## src/rtl/camera_pkg.sv

```systemverilog
// Shared types and constants for the camera readout path.
// FIFO entries are laid out {row, col, data}, with the tag pair in the upper bits.
package camera_pkg;

    localparam int PIX_ROWS       = 2;
    localparam int PIX_COLS       = 2;
    localparam int DEFAULT_DATA_W = 8;
    localparam int TAG_W          = $clog2(PIX_ROWS) + $clog2(PIX_COLS);

    typedef enum logic [1:0] {
        IDLE,
        WAIT,
        SAMPLE,
        PUSH1
    } cap_state_t;

    typedef struct packed {
        logic row;
        logic col;
    } pix_tag_t;

endpackage

```

## src/rtl/sync_fifo.sv

```systemverilog
// Synchronous FIFO with a registered storage head; pop_data reads as zero while empty.
// Pushes into a full FIFO and pops from an empty FIFO are ignored.
module sync_fifo #(
    parameter int WIDTH = 8,
    parameter int DEPTH = 4
) (
    input  logic                       clk,
    input  logic                       rst,
    input  logic                       push,
    input  logic [WIDTH-1:0]           push_data,
    input  logic                       pop,
    output logic [WIDTH-1:0]           pop_data,
    output logic [$clog2(DEPTH):0]     count,
    output logic                       full,
    output logic                       empty
);

    localparam int PTR_W = $clog2(DEPTH);
    localparam int CNT_W = PTR_W + 1;

    logic [WIDTH-1:0] mem [DEPTH];
    logic [PTR_W-1:0] wr_ptr;
    logic [PTR_W-1:0] rd_ptr;
    logic             do_push;
    logic             do_pop;

    assign full     = (count == CNT_W'(DEPTH));
    assign empty    = (count == '0);
    assign do_push  = push & ~full;
    assign do_pop   = pop & ~empty;
    assign pop_data = empty ? '0 : mem[rd_ptr];

    always_ff @(posedge clk) begin
        if (do_push) begin
            mem[wr_ptr] <= push_data;
        end
    end

    // Pointers wrap naturally because DEPTH is a power of two.
    always_ff @(posedge clk) begin
        if (rst) begin
            wr_ptr <= '0;
            rd_ptr <= '0;
            count  <= '0;
        end else begin
            if (do_push) begin
                wr_ptr <= wr_ptr + PTR_W'(1);
            end
            if (do_pop) begin
                rd_ptr <= rd_ptr + PTR_W'(1);
            end
            case ({do_push, do_pop})
                2'b10:   count <= count + CNT_W'(1);
                2'b01:   count <= count - CNT_W'(1);
                default: count <= count;
            endcase
        end
    end

endmodule

```

## src/rtl/readout_capture.sv

```systemverilog
// Captures each two-column ADC conversion as tagged pixel words and streams them out.
// Illegal strobe patterns and dropped conversions raise sticky status flags.
module readout_capture
    import camera_pkg::*;
#(
    parameter int DATA_W       = DEFAULT_DATA_W,
    parameter int FIFO_DEPTH   = 4,
    parameter int SAMPLE_DELAY = 1
) (
    input  logic                clk,
    input  logic                rst,
    input  logic                NRE_1,
    input  logic                NRE_2,
    input  logic                ADC,
    input  logic [2*DATA_W-1:0] adc_data,
    output logic [DATA_W-1:0]   pixel_data,
    output logic                pixel_row,
    output logic                pixel_col,
    output logic                pixel_valid,
    input  logic                pixel_ready,
    output logic                frame_done,
    output logic                overflow,
    output logic                protocol_err
);

    localparam int ENTRY_W = DATA_W + TAG_W;
    localparam int CNT_W   = $clog2(FIFO_DEPTH) + 1;

    cap_state_t          state;
    cap_state_t          state_next;
    logic                adc_q;
    logic                rise;
    logic                row_q;
    logic                row_next;
    logic [2:0]          dly_q;
    logic [2:0]          dly_next;
    logic [DATA_W-1:0]   data_hi_q;
    logic                push;
    logic [ENTRY_W-1:0]  push_entry;
    logic [ENTRY_W-1:0]  head_entry;
    logic [CNT_W-1:0]    fifo_count;
    logic [CNT_W-1:0]    fifo_free;
    logic                fifo_full;
    logic                fifo_empty;
    logic                set_overflow;
    logic                set_protocol;
    logic                frame_pulse;

    assign rise      = ADC & ~adc_q;
    assign fifo_free = CNT_W'(FIFO_DEPTH) - fifo_count;

    always_ff @(posedge clk) begin
        if (rst) begin
            state        <= IDLE;
            adc_q        <= 1'b0;
            row_q        <= 1'b0;
            dly_q        <= '0;
            data_hi_q    <= '0;
            overflow     <= 1'b0;
            protocol_err <= 1'b0;
        end else begin
            state        <= state_next;
            adc_q        <= ADC;
            row_q        <= row_next;
            dly_q        <= dly_next;
            overflow     <= overflow | set_overflow;
            protocol_err <= protocol_err | set_protocol;
            if (state == SAMPLE) begin
                data_hi_q <= adc_data[2*DATA_W-1:DATA_W];
            end
        end
    end

    // Both columns are committed only when two slots are free, so a frame never holds half a row.
    always_comb begin
        state_next   = state;
        row_next     = row_q;
        dly_next     = dly_q;
        push         = 1'b0;
        push_entry   = '0;
        set_overflow = 1'b0;
        set_protocol = 1'b0;
        frame_pulse  = 1'b0;
        case (state)
            IDLE: begin
                if (rise) begin
                    if (NRE_1 ^ NRE_2) begin
                        row_next   = ~NRE_2;
                        dly_next   = 3'(SAMPLE_DELAY);
                        state_next = (SAMPLE_DELAY == 0) ? SAMPLE : WAIT;
                    end else begin
                        set_protocol = 1'b1;
                    end
                end
            end
            WAIT: begin
                set_protocol = rise;
                dly_next     = dly_q - 3'd1;
                if (dly_q <= 3'd1) begin
                    state_next = SAMPLE;
                end
            end
            SAMPLE: begin
                set_protocol = rise;
                if (!fifo_full && fifo_free >= CNT_W'(2)) begin
                    push       = 1'b1;
                    push_entry = {pix_tag_t'{row: row_q, col: 1'b0}, adc_data[DATA_W-1:0]};
                    state_next = PUSH1;
                end else begin
                    set_overflow = 1'b1;
                    state_next   = IDLE;
                end
            end
            PUSH1: begin
                set_protocol = rise;
                push         = 1'b1;
                push_entry   = {pix_tag_t'{row: row_q, col: 1'b1}, data_hi_q};
                frame_pulse  = row_q;
                state_next   = IDLE;
            end
            default: state_next = IDLE;
        endcase
    end

    assign frame_done = frame_pulse & ~rst;

    sync_fifo #(
        .WIDTH (ENTRY_W),
        .DEPTH (FIFO_DEPTH)
    ) u_fifo (
        .clk       (clk),
        .rst       (rst),
        .push      (push),
        .push_data (push_entry),
        .pop       (pixel_ready & pixel_valid),
        .pop_data  (head_entry),
        .count     (fifo_count),
        .full      (fifo_full),
        .empty     (fifo_empty)
    );

    assign pixel_valid = ~fifo_empty;
    assign {pixel_row, pixel_col, pixel_data} = head_entry;

endmodule

```

## config.mk

```make
export PLATFORM = sky130hd
export DESIGN_NAME = readout_capture
export DESIGN_NICKNAME = d
export VERILOG_FILES = /design/src/rtl/camera_pkg.sv /design/src/rtl/sync_fifo.sv /design/src/rtl/readout_capture.sv
export SDC_FILE = /design/constraint.sdc
export NUM_CORES = 1
export LEC_CHECK = 0
export ABC_AREA = 1
export CORE_MARGIN = 2
export CORE_UTILIZATION = 50
export DETAILED_ROUTE_END_ITERATION = 16
export HOLD_SLACK_MARGIN = 0.15
export PLACE_DENSITY_LB_ADDON = 0.12
export SKIP_LAST_GASP = 1
export SLEW_MARGIN = 20
export SYNTH_ARGS = -nofsm -noshare
export SYNTH_HDL_FRONTEND = slang
export SYNTH_HIERARCHICAL = 1
export SYNTH_SLANG_ARGS = --single-unit
```

## constraint.sdc

```tcl
create_clock -name clk -period 2.2 [get_ports clk]
set_input_delay 0.44 -clock clk [delete_from_list [all_inputs] [get_ports clk]]
set_output_delay 0.44 -clock clk [all_outputs]
set_load 0.02 [all_outputs]
```

==> reports/metrics.yaml <==
root_buffer: "clkbuf_8"
area_delta_synth_final_pct: 23.3
synth.most_common_cell: "nand2_1"
drv_cap: 0
syn_area_sq_um: 3050
tightest_slew_ns: 0.330
met2_length_mm: 2.39
port_buffers: 35
fin_crit_sh: 0.979
clk_pin_slew_ns: 0.07
path_class: "reg2reg"
combPwrFrac: 0.259
wl_met3_microns: 227
status: "finished clean"
skew_ns: 0.00742
antenna_left: 0
power_density_nw_per_um2: 824
grt.overflow.total: 0
grt_max_degree: 21
setup-violations-final: 0
crit_slowest_cell: "fa_2"
cts-buffers-inserted: 9
ios: 36
synth.area.top_cells: "edfxtp_1, dfxtp_1, nand2_1"
vias_per_cell: 4.66
wirelength_mm: 5.40
fmax_mhz: 465
drive_above_1_share: 0.166
hold_ws_ns: 0.468
maxSlewHeadroom: 0.780
ys.flop_type: "edfxtp_1"
finalHoldViolCount: 0
setup.worst_path.start_class: "flip-flop"
fin_cells: 473
rows: 28
cts_tree: "yes"
cts_hold_buf: 0
dp_hpwl_mm: 3.89
dieArea_sq_um: 6730
synth_area_per_cell_sq_um: 8.96
finalMaxSlewViolations: 0
endpoint_kind: "flip-flop"
path_depth: 16
yosys.area.top_type: "edfxtp_1"
synth_seq_cells: 66
grt_pass1_vias: 1949
clockBufferDepth: 2
yosys-top-cells-count: "nand2_1, nor2_1, edfxtp_1, inv_1, dfxtp_1"
max-vdd-ir-drop_mv: 0.432
routed.top_layer: "met4"
fin_tns_setup_ns: 0
post_dp_cell_area_sq_um: 3560
p_int_mw: 2.15
synth_seq_area_share: 0.565
critPathBufInv: 4
coreArea_sq_um: 5920
synth_edf_count: 40
first_pass_iters: 4
clk_latency_ns: 0.33
r2r_cells: 16
fin_util: 0.634
ys_types: 28
gp_congestion: 0.798
start_util: 0.515
crit_arrival_ns: 2.38
crit_end: "u_fifo/count[2]$_SDFFE_PP0P_"
rsz0062_at_grt: "true"
fin_area_sq_um: 3760
drt_iter0_markers: 94
fillers: 532
report.power.total_mw: 3.10
critPathRequiredTime_ns: 2.42
clkPwrFrac: 0.267
r2r_start: "u_fifo/count[1]$_SDFFE_PP0P_"
yosys_warnings: 6
wl_per_cell_microns: 11.4
crit_path_cell_trace: "inv_1, ha_1, nor2_2, nand3_2, nand3_4, nand2_2, nand2_2, ha_4, inv_2, fa_2, inv_1, nand2_1, nand3_1, nand2_1, inv_1, nor2_1"
p_seq_frac: 0.474
crit_top_cell: "inv_1"
dp.cells: 456
syn-num-nets: 372
wl_met1_mm: 2.69
synth_cells: 340
path_max_fanout: 4
vias: 2203
post-place-ws_ns: -0.153
worstReg2RegEnd: "u_fifo/count[2]$_SDFFE_PP0P_"
startpoint: "u_fifo/count[1]$_SDFFE_PP0P_"
finalCriticalPeriod_ns: 2.15
r2r_setup_slack_ns: 0.05
grt_pass1_wl_mm: 8.75
h-tree-depth: 3
hold_path_class: "reg2reg"
ys_async_sr_fraction: 0
die_width_microns: 82.1
p_sw_mw: 0.945
finalWorstSetupSlack_ns: 0.0472
grt_use_total: 0.175
clock_sinks: 66
switching_share: 0.305
diodes: 0
grt_antenna_before_repair: 0
remaining_drc_errors: 0
yosysTopAreaCellShare: 0.394
cp_slowest_stage_delay_ns: 0.37
die_h_microns: 82.1
nets: 425
p_leak_nw: 1.62
cp_top_family: "adder cells"
## how the worst min path moves through the flow
stage | start | depth (start not counted) | to | slack [ns]
2_1_floorplan | row_q$_SDFFE_PP0P_ | 2 | row_q$_SDFFE_PP0P_ | 0.44
3_3_place_gp | row_q$_SDFFE_PP0P_ | 2 | row_q$_SDFFE_PP0P_ | 0.45
3_5_place_dp | overflow$_SDFF_PP0_ | 2 | overflow$_SDFF_PP0_ | 0.46
4_1_cts | row_q$_SDFFE_PP0P_ | 2 | row_q$_SDFFE_PP0P_ | 0.47
5_1_grt | row_q$_SDFFE_PP0P_ | 2 | row_q$_SDFFE_PP0P_ | 0.51
6_report | row_q$_SDFFE_PP0P_ | 2 | row_q$_SDFFE_PP0P_ | 0.47
## what timing repair did
action	in CTS	in global routing
setup endpoints to repair	13	5
resized for setup	16	12
buffers inserted	0	1
pin swaps	1	4
## power groups by stage
| stage | combinational [mW] | clock [mW] | sequential [mW] |
|---|---|---|---|
| after detailed placement | 0.821 | 0 | 1.49 |
| after global routing | 0.910 | 0.902 | 1.48 |
| after CTS | 0.790 | 0.852 | 1.46 |
| after floorplan | 0.526 | 0 | 1.48 |
| final | 0.802 | 0.827 | 1.47 |
| after global placement | 0.810 | 0 | 1.48 |
## layout by cell type (no fill, tap or decap), types with 5 or more instances in the layout
master	Yosys	layout
nand2_1	91	88
inv_2	5	5
dfxtp_1	26	23
a21oi_1	16	16
o21ai_0	11	11
nand3_1	10	9
clkdlybuf4s50_1	0	23
buf_4	2	14
ha_1	9	8
a21oi_2	8	8
clkbuf_8	0	9
edfxtp_1	40	40
inv_1	33	32
dlygate4sd2_1	0	9
o21ai_1	11	11
nor2_1	54	53
## sequential cells by signal (all words and copies together) (netlist names), named ones only
| name | flops |
|---|---|
| dly_q | 3 |
| data_hi_q | 8 |
| u_fifo/wr_ptr | 2 |
| u_fifo/rd_ptr | 2 |
| state | 2 |
| adc_q | 1 |
| u_fifo/count | 3 |
| row_q | 1 |
| u_fifo/mem | 40 |
| protocol_err | 1 |
| overflow | 1 |
## routing by layer
metal  track usage  vias to the layer above
met3        0.0473                       11
li1              -                     1199
met5             0                        -
met1         0.231                      950
met4        0.0700                        0
met2         0.274                       43
## layout make-up
type,count,area [sq um],share of cell area
multi-input cells,224,1130,0.300
well taps,75,93.8,0.0250
clock buffers,11,131,0.0350
flip-flops and latches,66,1730,0.460
repair buffers,51,482,0.128
clock inverters,5,31.3,0.00833
inverters,41,164,0.0436
## logic make-up after synthesis
| logic type | count (synthesis) | share of synthesized area |
|---|---|---|
| simple gates | 168 | 0.231 |
| compound gates | 46 | 0.0854 |
| flops | 66 | 0.565 |
| buf+inv | 50 | 0.0752 |
| fa+ha+maj | 10 | 0.0435 |
## worst min-delay path, cell delays in order, from the launching register on
cell and delay (ns):
dfxtp_1 0.31, nand2_1 0.06, a21oi_1 0.05
Note: power is estimated with default switching activity, not from simulation.
